`config.mk`:
```
export PLATFORM = sky130hd
export DESIGN_NAME = dma_apb_regs
export DESIGN_NICKNAME = d
export VERILOG_FILES = /design/src/rtl/dma_pkg.sv /design/src/rtl/dma_apb_fsm.sv /design/src/rtl/dma_apb_regs.sv
export SDC_FILE = /design/constraint.sdc
export NUM_CORES = 1
export LEC_CHECK = 0
export CORE_UTILIZATION = 30
export DETAILED_ROUTE_END_ITERATION = 10
export GPL_TIMING_DRIVEN = 0
export SLEW_MARGIN = 20
export SYNTH_ARGS = -nofsm -noshare
export SYNTH_HDL_FRONTEND = slang
export SYNTH_SLANG_ARGS = --single-unit
```
`constraint.sdc`:
```
create_clock -name pclk -period 2 [get_ports pclk]
set_clock_uncertainty 0.15 [all_clocks]
set_input_delay 0.5 -clock pclk [delete_from_list [all_inputs] [get_ports pclk]]
set_output_delay 0.5 -clock pclk [all_outputs]
set_load 0.02 [all_outputs]
```
`src/rtl/dma_pkg.sv`:
```
// Shared definitions for the DMA channel APB register block: register offsets,
// field positions and the APB handshake state type.
package dma_pkg;

    localparam logic [7:0] REG_CTRL   = 8'h00;
    localparam logic [7:0] REG_SRC    = 8'h04;
    localparam logic [7:0] REG_DST    = 8'h08;
    localparam logic [7:0] REG_LEN    = 8'h0C;
    localparam logic [7:0] REG_STATUS = 8'h10;
    localparam logic [7:0] REG_ID     = 8'h14;

    localparam int CTRL_START  = 0;
    localparam int CTRL_IRQ_EN = 1;
    localparam int ST_BUSY     = 0;
    localparam int ST_DONE     = 1;
    localparam int ST_ERR      = 2;

    typedef enum logic [1:0] {
        APB_IDLE   = 2'd0,
        APB_ACCESS = 2'd1,
        APB_RESP   = 2'd2
    } apb_state_e;

endpackage

```
`src/rtl/dma_apb_fsm.sv`:
```
// APB slave handshake: every transfer takes one wait state, pready is high for
// exactly the RESP cycle, and the word address is captured at setup.
//
// state      | meaning
// APB_IDLE   | waiting for a setup phase (psel & !penable)
// APB_ACCESS | access phase, wait state; read data is loaded leaving here
// APB_RESP   | pready=1; a write commits on the edge ending this cycle
module dma_apb_fsm
    import dma_pkg::*;
(
    input  logic       pclk,
    input  logic       presetn,
    input  logic       psel,
    input  logic       penable,
    input  logic       pwrite,
    input  logic [7:0] paddr,
    output logic       pready,
    output logic       wr_en,
    output logic       rd_en,
    output logic [5:0] addr_word
);

    apb_state_e state_q, state_d;
    logic [5:0] addr_q, addr_d;

    // Byte lanes within a word are not decoded.
    logic unused_paddr;
    assign unused_paddr = ^paddr[1:0];

    always_ff @(posedge pclk or negedge presetn) begin
        if (!presetn) begin
            state_q <= APB_IDLE;
            addr_q  <= '0;
        end else begin
            state_q <= state_d;
            addr_q  <= addr_d;
        end
    end

    always_comb begin
        state_d = state_q;
        addr_d  = addr_q;
        pready  = 1'b0;
        wr_en   = 1'b0;
        rd_en   = 1'b0;
        case (state_q)
            APB_IDLE: begin
                if (psel && !penable) begin
                    state_d = APB_ACCESS;
                    addr_d  = paddr[7:2];
                end
            end
            APB_ACCESS: begin
                if (psel && penable) begin
                    state_d = APB_RESP;
                    rd_en   = !pwrite;
                end else begin
                    state_d = APB_IDLE;
                end
            end
            APB_RESP: begin
                pready  = 1'b1;
                wr_en   = psel && penable && pwrite;
                state_d = APB_IDLE;
            end
            default: state_d = APB_IDLE;
        endcase
    end

    assign addr_word = addr_q;

endmodule

```
`src/rtl/dma_apb_regs.sv`:
```
// DMA channel configuration/status registers behind an APB slave port:
// start pulse generation, busy/done/err tracking and a level interrupt.
module dma_apb_regs
    import dma_pkg::*;
#(
    parameter int          ADDR_W = 32,
    parameter int          DATA_W = 32,
    parameter int          LEN_W  = 16,
    parameter logic [31:0] ID_VAL = 32'h444D_4101
) (
    input  logic              pclk,
    input  logic              presetn,
    input  logic              psel,
    input  logic              penable,
    input  logic [7:0]        paddr,
    input  logic              pwrite,
    input  logic [DATA_W-1:0] pwdata,
    output logic [DATA_W-1:0] prdata,
    output logic              pready,
    output logic [ADDR_W-1:0] cfg_src,
    output logic [ADDR_W-1:0] cfg_dst,
    output logic [LEN_W-1:0]  cfg_len,
    output logic              dma_start,
    input  logic              eng_done,
    input  logic              eng_err,
    output logic              irq
);

    logic       wr_en, rd_en;
    logic [5:0] addr_word;
    logic [7:0] byte_addr;

    dma_apb_fsm u_fsm (
        .pclk      (pclk),
        .presetn   (presetn),
        .psel      (psel),
        .penable   (penable),
        .pwrite    (pwrite),
        .paddr     (paddr),
        .pready    (pready),
        .wr_en     (wr_en),
        .rd_en     (rd_en),
        .addr_word (addr_word)
    );

    assign byte_addr = {addr_word, 2'b00};

    logic [ADDR_W-1:0] src_q, src_d, dst_q, dst_d;
    logic [LEN_W-1:0]  len_q, len_d;
    logic              irq_en_q, irq_en_d;
    logic              busy_q, busy_d, done_q, done_d, err_q, err_d;
    logic              start_q, start_d, irq_q, irq_d;
    logic [DATA_W-1:0] prdata_q, prdata_d, rdata;

    logic wr_ctrl, wr_src, wr_dst, wr_len, wr_status;
    logic start_req, start_ok, start_bad;

    assign wr_ctrl   = wr_en && (byte_addr == REG_CTRL);
    assign wr_src    = wr_en && (byte_addr == REG_SRC);
    assign wr_dst    = wr_en && (byte_addr == REG_DST);
    assign wr_len    = wr_en && (byte_addr == REG_LEN);
    assign wr_status = wr_en && (byte_addr == REG_STATUS);

    // busy_q is the pre-edge value, so a START coincident with eng_done is dropped.
    assign start_req = wr_ctrl && pwdata[CTRL_START] && !busy_q;
    assign start_ok  = start_req && (len_q != '0);
    assign start_bad = start_req && (len_q == '0);

    always_comb begin
        rdata = '0;
        case (byte_addr)
            REG_CTRL:   rdata[CTRL_IRQ_EN] = irq_en_q;
            REG_SRC:    rdata = DATA_W'(src_q);
            REG_DST:    rdata = DATA_W'(dst_q);
            REG_LEN:    rdata = DATA_W'(len_q);
            REG_STATUS: begin
                rdata[ST_BUSY] = busy_q;
                rdata[ST_DONE] = done_q;
                rdata[ST_ERR]  = err_q;
            end
            REG_ID:     rdata = DATA_W'(ID_VAL);
            default:    rdata = '0;
        endcase
    end

    always_comb begin
        src_d    = src_q;
        dst_d    = dst_q;
        len_d    = len_q;
        irq_en_d = irq_en_q;
        busy_d   = busy_q;
        done_d   = done_q;
        err_d    = err_q;
        if (wr_src && !busy_q) src_d = pwdata[ADDR_W-1:0];
        if (wr_dst && !busy_q) dst_d = pwdata[ADDR_W-1:0];
        if (wr_len && !busy_q) len_d = pwdata[LEN_W-1:0];
        if (wr_ctrl)           irq_en_d = pwdata[CTRL_IRQ_EN];
        if (eng_done || eng_err) busy_d = 1'b0;
        if (start_ok)            busy_d = 1'b1;
        // Hardware set is applied after W1C so it wins on a collision.
        if (wr_status && pwdata[ST_DONE]) done_d = 1'b0;
        if (eng_done)                     done_d = 1'b1;
        if (wr_status && pwdata[ST_ERR])  err_d = 1'b0;
        if (eng_err || start_bad)         err_d = 1'b1;
        start_d  = start_ok;
        irq_d    = irq_en_q && (done_q || err_q);
        prdata_d = rd_en ? rdata : '0;
    end

    always_ff @(posedge pclk or negedge presetn) begin
        if (!presetn) begin
            src_q    <= '0;
            dst_q    <= '0;
            len_q    <= '0;
            irq_en_q <= 1'b0;
            busy_q   <= 1'b0;
            done_q   <= 1'b0;
            err_q    <= 1'b0;
            start_q  <= 1'b0;
            irq_q    <= 1'b0;
            prdata_q <= '0;
        end else begin
            src_q    <= src_d;
            dst_q    <= dst_d;
            len_q    <= len_d;
            irq_en_q <= irq_en_d;
            busy_q   <= busy_d;
            done_q   <= done_d;
            err_q    <= err_d;
            start_q  <= start_d;
            irq_q    <= irq_d;
            prdata_q <= prdata_d;
        end
    end

    assign cfg_src   = src_q;
    assign cfg_dst   = dst_q;
    assign cfg_len   = len_q;
    assign dma_start = start_q;
    assign irq       = irq_q;
    assign prdata    = prdata_q;

endmodule

```
==> flow_metrics.tcl, run 1 <==
set metrics [dict create \
    status "finished clean" \
    swShare_pct 23.0 \
    yosysWarnings 0 \
    root_buffer "clkbuf_16" \
    via_per_inst 5.02 \
    grt_overflow_total 0 \
    synth-seq-cells 126 \
    die_y_um 135 \
    cp.arrival_ps 2120 \
    diodes 0 \
    holdCritPathClass "input port to flip-flop" \
    fillers 1635 \
    clk_latency_ps 410 \
    critical_path_required_ps 2150 \
    core-area_mm2 0.0174 \
    hpwlAfterDp_um 11600 \
    ys_seq_area_share_pct 59.0 \
    period_needed_ps 1970 \
    post-route-util_pct 46.1 \
    drc 0 \
    mostFrequentLayoutCells "dfrtp_1, dlygate4sd2_1, mux2_2" \
    grt_pass1_vias 4336 \
    p_int_mw 5.01 \
    critPathKind "flip-flop to flip-flop" \
    syn-num-nets 446 \
    final_common_cell "dfrtp_1" \
    setup_viol 0 \
    vias 4153 \
    rsz0062_at_grt "yes" \
    clk_pin_slew_ps 50 \
    cts_tree "yes" \
    end_kind "flip-flop" \
    p_comb_share_pct 9.6 \
    cts_max_level 4 \
    worst_slack_ps 26.2 \
    maxSlewViolCount 0 \
    p_total_mw 6.51 \
    cts_buffers 17 \
    path_max_fanout 5 \
    stdcell_area_mm2 0.00801 \
    p_leak_nw 4.16 \
    stdcell_count 827 \
    dp_slack_ps -819 \
    critPathLaunchType "flip-flop" \
    synth.cell_area_mm2 0.00534 \
    max_freq_ghz 0.507 \
    synth_cell_types 36 \
    routabilityCongestion 0.797 \
    drt-total-wl_um 16500 \
    avgRoutedWirePerCell_um 19.9 \
    die-area_mm2 0.0183 \
    grt_util_all_layers_pct 18.7 \
    pwr-share-seq_pct 40.5 \
    worst_slew_pin_slew_ps 667 \
    place_area_mm2 0.00724 \
    initialDrtViolationCount 190 \
    clockBufferDepth 2 \
    num_rows 48 \
    io_pins 162 \
    ir_drop_mv 0.596 \
    dp.cells 784 \
    relSlewSlack_pct 55.5 \
    dr.pass1.iters 5 \
    synthTopCellsByArea "dfrtp_1, mux2_2, nand3_1" \
    timing.final.crit_share_pct 98.7 \
    start_util_pct 30.8 \
    yosys.area.top_type "dfrtp_1" \
    syn2layout_area_growth_pct 49.9 \
    grt_max_degree 75 \
    clock_sinks 126 \
    drtAntennaViolNets 0 \
    nets 636 \
    maxCapViolCount 0 \
    drive_above_1_share_pct 29.9 \
    grt_pass1_wl_um 25100 \
    portBuffers 159 \
    antenna_found_initial 0 \
    clockPowerShare_pct 49.9 \
    syn_area_per_cell_um2 13.4 \
    synthesis.instances 399 \
    yosysTopAreaCellShare_pct 59.0 \
    power_density_mw_per_mm2 813 \
    hold_violations 0 \
    die_x_um 135 \
    p_switching_mw 1.50 \
]
==> cell usage after synthesis <==
| cell type | count |
|---|---|
| a31oi_1 | 2 |
| nand2b_1 | 1 |
| nor4b_2 | 1 |
| nand3_1 | 62 |
| mux2_1 | 2 |
| a311oi_1 | 8 |
| dfrtp_1 | 126 |
| a21o_1 | 2 |
| nor2b_1 | 3 |
| inv_1 | 1 |
| mux4_2 | 1 |
| a32oi_1 | 1 |
| or2_2 | 1 |
| a41o_1 | 1 |
| mux2_2 | 99 |
| clkbuf_1 | 13 |
| and4_1 | 2 |
| a211oi_1 | 21 |
| nor4_4 | 1 |
| buf_1 | 3 |
| o21ai_0 | 3 |
| nor4_1 | 4 |
| o211ai_1 | 1 |
| nor4bb_1 | 2 |
| nor3b_1 | 2 |
| nand2_1 | 3 |
| and3_1 | 1 |
| o21a_1 | 1 |
| buf_2 | 15 |
| and4b_1 | 1 |
| and3b_1 | 1 |
| nor2_1 | 5 |
| nand4_1 | 6 |
| a22oi_1 | 1 |
| buf_4 | 1 |
| nor4b_4 | 1 |
==> critical path, cell delays in order, from the launching register on <==
cell and delay (ps):
dfrtp_2 440, nor4_4 270, buf_4 180, and4_1 210
buf_6 150, clkbuf_16 160, mux2_4 290
==> final timing paths <==
check | startpoint | endpoint | slack, ps | depth (start not counted)
worst max-delay path | u_fsm.addr_word[4] | cfg_len[5] | 30 | 6
worst min-delay path | penable | u_fsm.state_q[0] | 270 | 2
worst max register to register | u_fsm.addr_word[4] | cfg_len[5] | 30 | 6
worst min register to register | done_q | irq | 360 | 1
max in group asynchronous | presetn | cfg_dst[10] | 500 | 3
min in group asynchronous | presetn | u_fsm.addr_word[2] | 470 | 2
==> timing repair <==
action	CTS	global route
gates cloned	0	1
hold buffers	1	0
resized for setup	134	55
buffers inserted	5	5
setup endpoints to repair	226	93
endpoints found under the hold margin	52	0
pin swaps	4	0
==> state kept, by name (all words and copies together), names as in the netlist <==
signal and count:
busy_q 1, cfg_dst 32, cfg_len 16, cfg_src 32, dma_start 1, done_q 1, err_q 1, irq 1
irq_en_q 1, prdata 32, u_fsm.addr_word 6, u_fsm.state_q 2
==> layout make-up <==
type                            instances  area (um^2)  area share [%]
Buffer                                 31          224            2.80
Multi-Input combinational cell        240         2120            26.5
Clock inverter                          6          130            1.63
Clock buffer                           26          489            6.11
Tap cell                              225          282            3.52
Sequential cell                       126         3160            39.4
Inverter                                1         3.75          0.0469
Timing Repair Buffer                  172         1600            20.0
==> cells by family after synthesis <==
group                  Yosys count  synth area share [%]
and+or+nand+nor                 97                  10.7
AOI/OAI and AO/OA               41                  5.83
DFF                            126                  59.0
muxes                          102                  21.7
buffers and inverters           33                  2.74
==> power by group through the flow <==
stage	registers [mW]	logic (mW)	clock network, mW
after global routing	2.64	0.671	3.47
final	2.64	0.623	3.25
after floorplan	2.69	0.258	0
after global placement	2.68	0.582	0
after CTS	2.64	0.608	3.32
after detailed placement	2.68	0.600	0
==> metrics by stage <==
stage / setup TNS, ps / hold WS [ps]
after global placement: -648780 / 338
final: 0 / 268
after detailed placement: -70140 / 344
after floorplan: 0 / 54.4
after global routing: -202 / 282
after CTS: 0 / 363
==> layer usage <==
layer	up-vias	part of all wire, %	global-route usage, %
met5	-	0	0
met4	0	1.1	5.56
met3	17	5.8	5.42
met2	157	48	29.9
met1	2097	45	24.4
li1	1882	-	-
Note: power is estimated with default switching activity, not from simulation.
==> run 2, diff against run 1 <==
==> constraint.sdc (replaced) <==
create_clock -name pclk -period 1.8 [get_ports pclk]
set_clock_uncertainty 0.15 [all_clocks]
set_input_delay 0.45 -clock pclk [delete_from_list [all_inputs] [get_ports pclk]]
set_output_delay 0.45 -clock pclk [all_outputs]
set_load 0.02 [all_outputs]
==> run 2 against run 1 <==
Against the previous run: the flow now finishes with violations (negative setup slack); critical path type unchanged; worst hold slack better by 110 ps; count of clock-buffer cells in the layout decreased by 5; clock power is 6% higher; setup slack worse by 210 ps; largest power group unchanged; final area increased by 15%; die area stayed put; cell count increased by 3.4%; sequential power up 11%.
==> flow_metrics.tcl, run 2 (synthesis results as in run 1) <==
set metrics [dict create \
    status "complete, but fails checks" \
    violations "negative setup slack" \
    avgRoutedWirePerCell_um 21.7 \
    max_freq_ghz 0.504 \
    p_switching_mw 1.91 \
    final_common_cell "dfrtp_1" \
    fin_tns_setup_ps -11280 \
    diodes 0 \
    mostFrequentLayoutCells "dfrtp_1, mux2_2, dlygate4sd2_1" \
    antenna_found_initial 0 \
    dp.cells 784 \
    cts_buffers 17 \
    p_total_mw 7.42 \
    routabilityCongestion 0.782 \
    rsz0062_at_grt "yes" \
    clockBufferDepth 2 \
    hold_slack_ps 381 \
    period_needed_ps 1980 \
    core-area_mm2 0.0174 \
    hpwlAfterDp_um 11500 \
    swShare_pct 25.7 \
    die_y_um 135 \
    stdcell_count 855 \
    critical_path_required_ps 1940 \
    cp_common_cell "buf_6" \
    clk_pin_slew_ps 50 \
    maxSlewViolCount 0 \
    crit_path_cell_trace "nor4_4 -> buf_6 -> buf_6 -> buf_6 -> buf_12 -> buf_4 -> nand4_1 -> mux2_2" \
    die-area_mm2 0.0183 \
    grt_util_all_layers_pct 20.9 \
    post-route-util_pct 52.9 \
    pwr-share-seq_pct 39.5 \
    nets 664 \
    path_max_fanout 5 \
    slowest_delay_ps 420 \
    drc 0 \
    power_density_mw_per_mm2 809 \
    relSlewSlack_pct 54.9 \
    p_leak_nw 4.26 \
    clk_latency_ps 410 \
    holdCritPathClass "flip-flop to flip-flop" \
    startpoint "u_fsm.addr_word[4]" \
    timing.final.crit_share_pct 110 \
    initialDrtViolationCount 154 \
    vias 4342 \
    cp.arrival_ps 2130 \
    drt-total-wl_um 18500 \
    end_kind "flip-flop" \
    clock_sinks 126 \
    start_util_pct 30.8 \
    grt_pass1_wl_um 28000 \
    worstHoldStart "done_q" \
    cts_tree "yes" \
    critPathLaunchType "flip-flop" \
    clockPowerShare_pct 46.3 \
    via_per_inst 5.08 \
    p_int_mw 5.52 \
    syn2layout_area_growth_pct 71.8 \
    io_pins 162 \
    dr.pass1.iters 4 \
    critPathKind "flip-flop to flip-flop" \
    grt_overflow_total 0 \
    portBuffers 159 \
    num_rows 48 \
    ir_drop_mv 0.610 \
    dp_slack_ps -817 \
    die_x_um 135 \
    drive_above_1_share_pct 48.9 \
    hold_violations 0 \
    r2r_start "u_fsm.addr_word[4]" \
    place_area_mm2 0.00730 \
    cts_max_level 4 \
    worst_slack_ps -183 \
    stdcell_area_mm2 0.00918 \
    root_buffer "clkbuf_16" \
    p_comb_share_pct 14.2 \
    setup_viol 115 \
    worst_slew_pin_slew_ps 670 \
    slowest_stage "dfrtp_2" \
    drtAntennaViolNets 0 \
    maxCapViolCount 0 \
    grt_max_degree 72 \
    grt_pass1_vias 4617 \
]
-- run 2: cell count changes in the layout (fill, tap and decap cells not counted), sizes merged --
cell,delta
dlygate4sd2,-37
buf,+31
clkdlybuf4s15,+27
clkbuf,+7
dlymetal6s2s,-5
clkinv,+3
clkinvlp,+3
bufinv,-1
-- run 2: critical path: cells and delay by family (launching register included) --
| kind | cells | cell delay, ps |
|---|---|---|
| muxes | 1 | 290 |
| and+or+nand+nor | 2 | 370 |
| DFF | 1 | 420 |
| buffers and inverters | 5 | 640 |
-- run 2: area by class of cell --
type,count,area (um^2)
Sequential cell,126,3160
Clock buffer,21,450
Buffer,28,313
Multi-Input combinational cell,240,2710
Timing Repair Buffer,203,2120
Fill cell,1452,8180
Inverter,1,3.75
Clock inverter,11,141
Tap cell,225,282
-- run 2: final timing paths --
kind	end	slack, ps	cells past startpoint
min	irq	380	1
max	irq_en_q	-180	8
min reg2reg	irq	380	1
min in group asynchronous	u_fsm.addr_word[2]	430	2
max reg2reg	irq_en_q	-180	8
max in group asynchronous	cfg_src[15]	340	3
-- run 2: power groups by stage --
stage	Sequential (mW)	Combinational, mW	Clock [mW]
floorplan	2.99	0.288	0
global placement	2.98	0.651	0
detailed placement	2.98	0.664	0
CTS	2.93	0.981	3.49
global route	2.94	1.11	3.62
finish	2.93	1.05	3.44
-- run 2: layer usage --
layer  wire (um)  part of all wire (%)  global-route usage, %
met2        9200                    50                   34.2
met5           0                     0                      0
met4         336                   1.8                   7.24
met1        8070                    44                   27.1
met3         931                   5.0                   4.71
-- run 2: repair_timing --
action / 4_1_cts / 5_1_grt
gates cloned: 13 / 2
endpoints found under the hold margin: 55 / 0
pin swaps: 33 / 35
buffers inserted: 30 / 8
hold buffers: 1 / 0
setup endpoints to repair: 236 / 151
resized for setup: 279 / 137
==> run 3, diff against run 2 <==
--- a/config.mk
+++ b/config.mk
@@ -6,9 +6,9 @@
 export NUM_CORES = 1
 export LEC_CHECK = 0
 export CORE_UTILIZATION = 30
+export CTS_CLUSTER_SIZE = 24
 export DETAILED_ROUTE_END_ITERATION = 10
 export GPL_TIMING_DRIVEN = 0
-export SLEW_MARGIN = 20
 export SYNTH_ARGS = -nofsm -noshare
 export SYNTH_HDL_FRONTEND = slang
 export SYNTH_SLANG_ARGS = --single-unit
==> results of run 3 <==
Same layout as run 2: the final DEF is identical, and so are final timing and power.
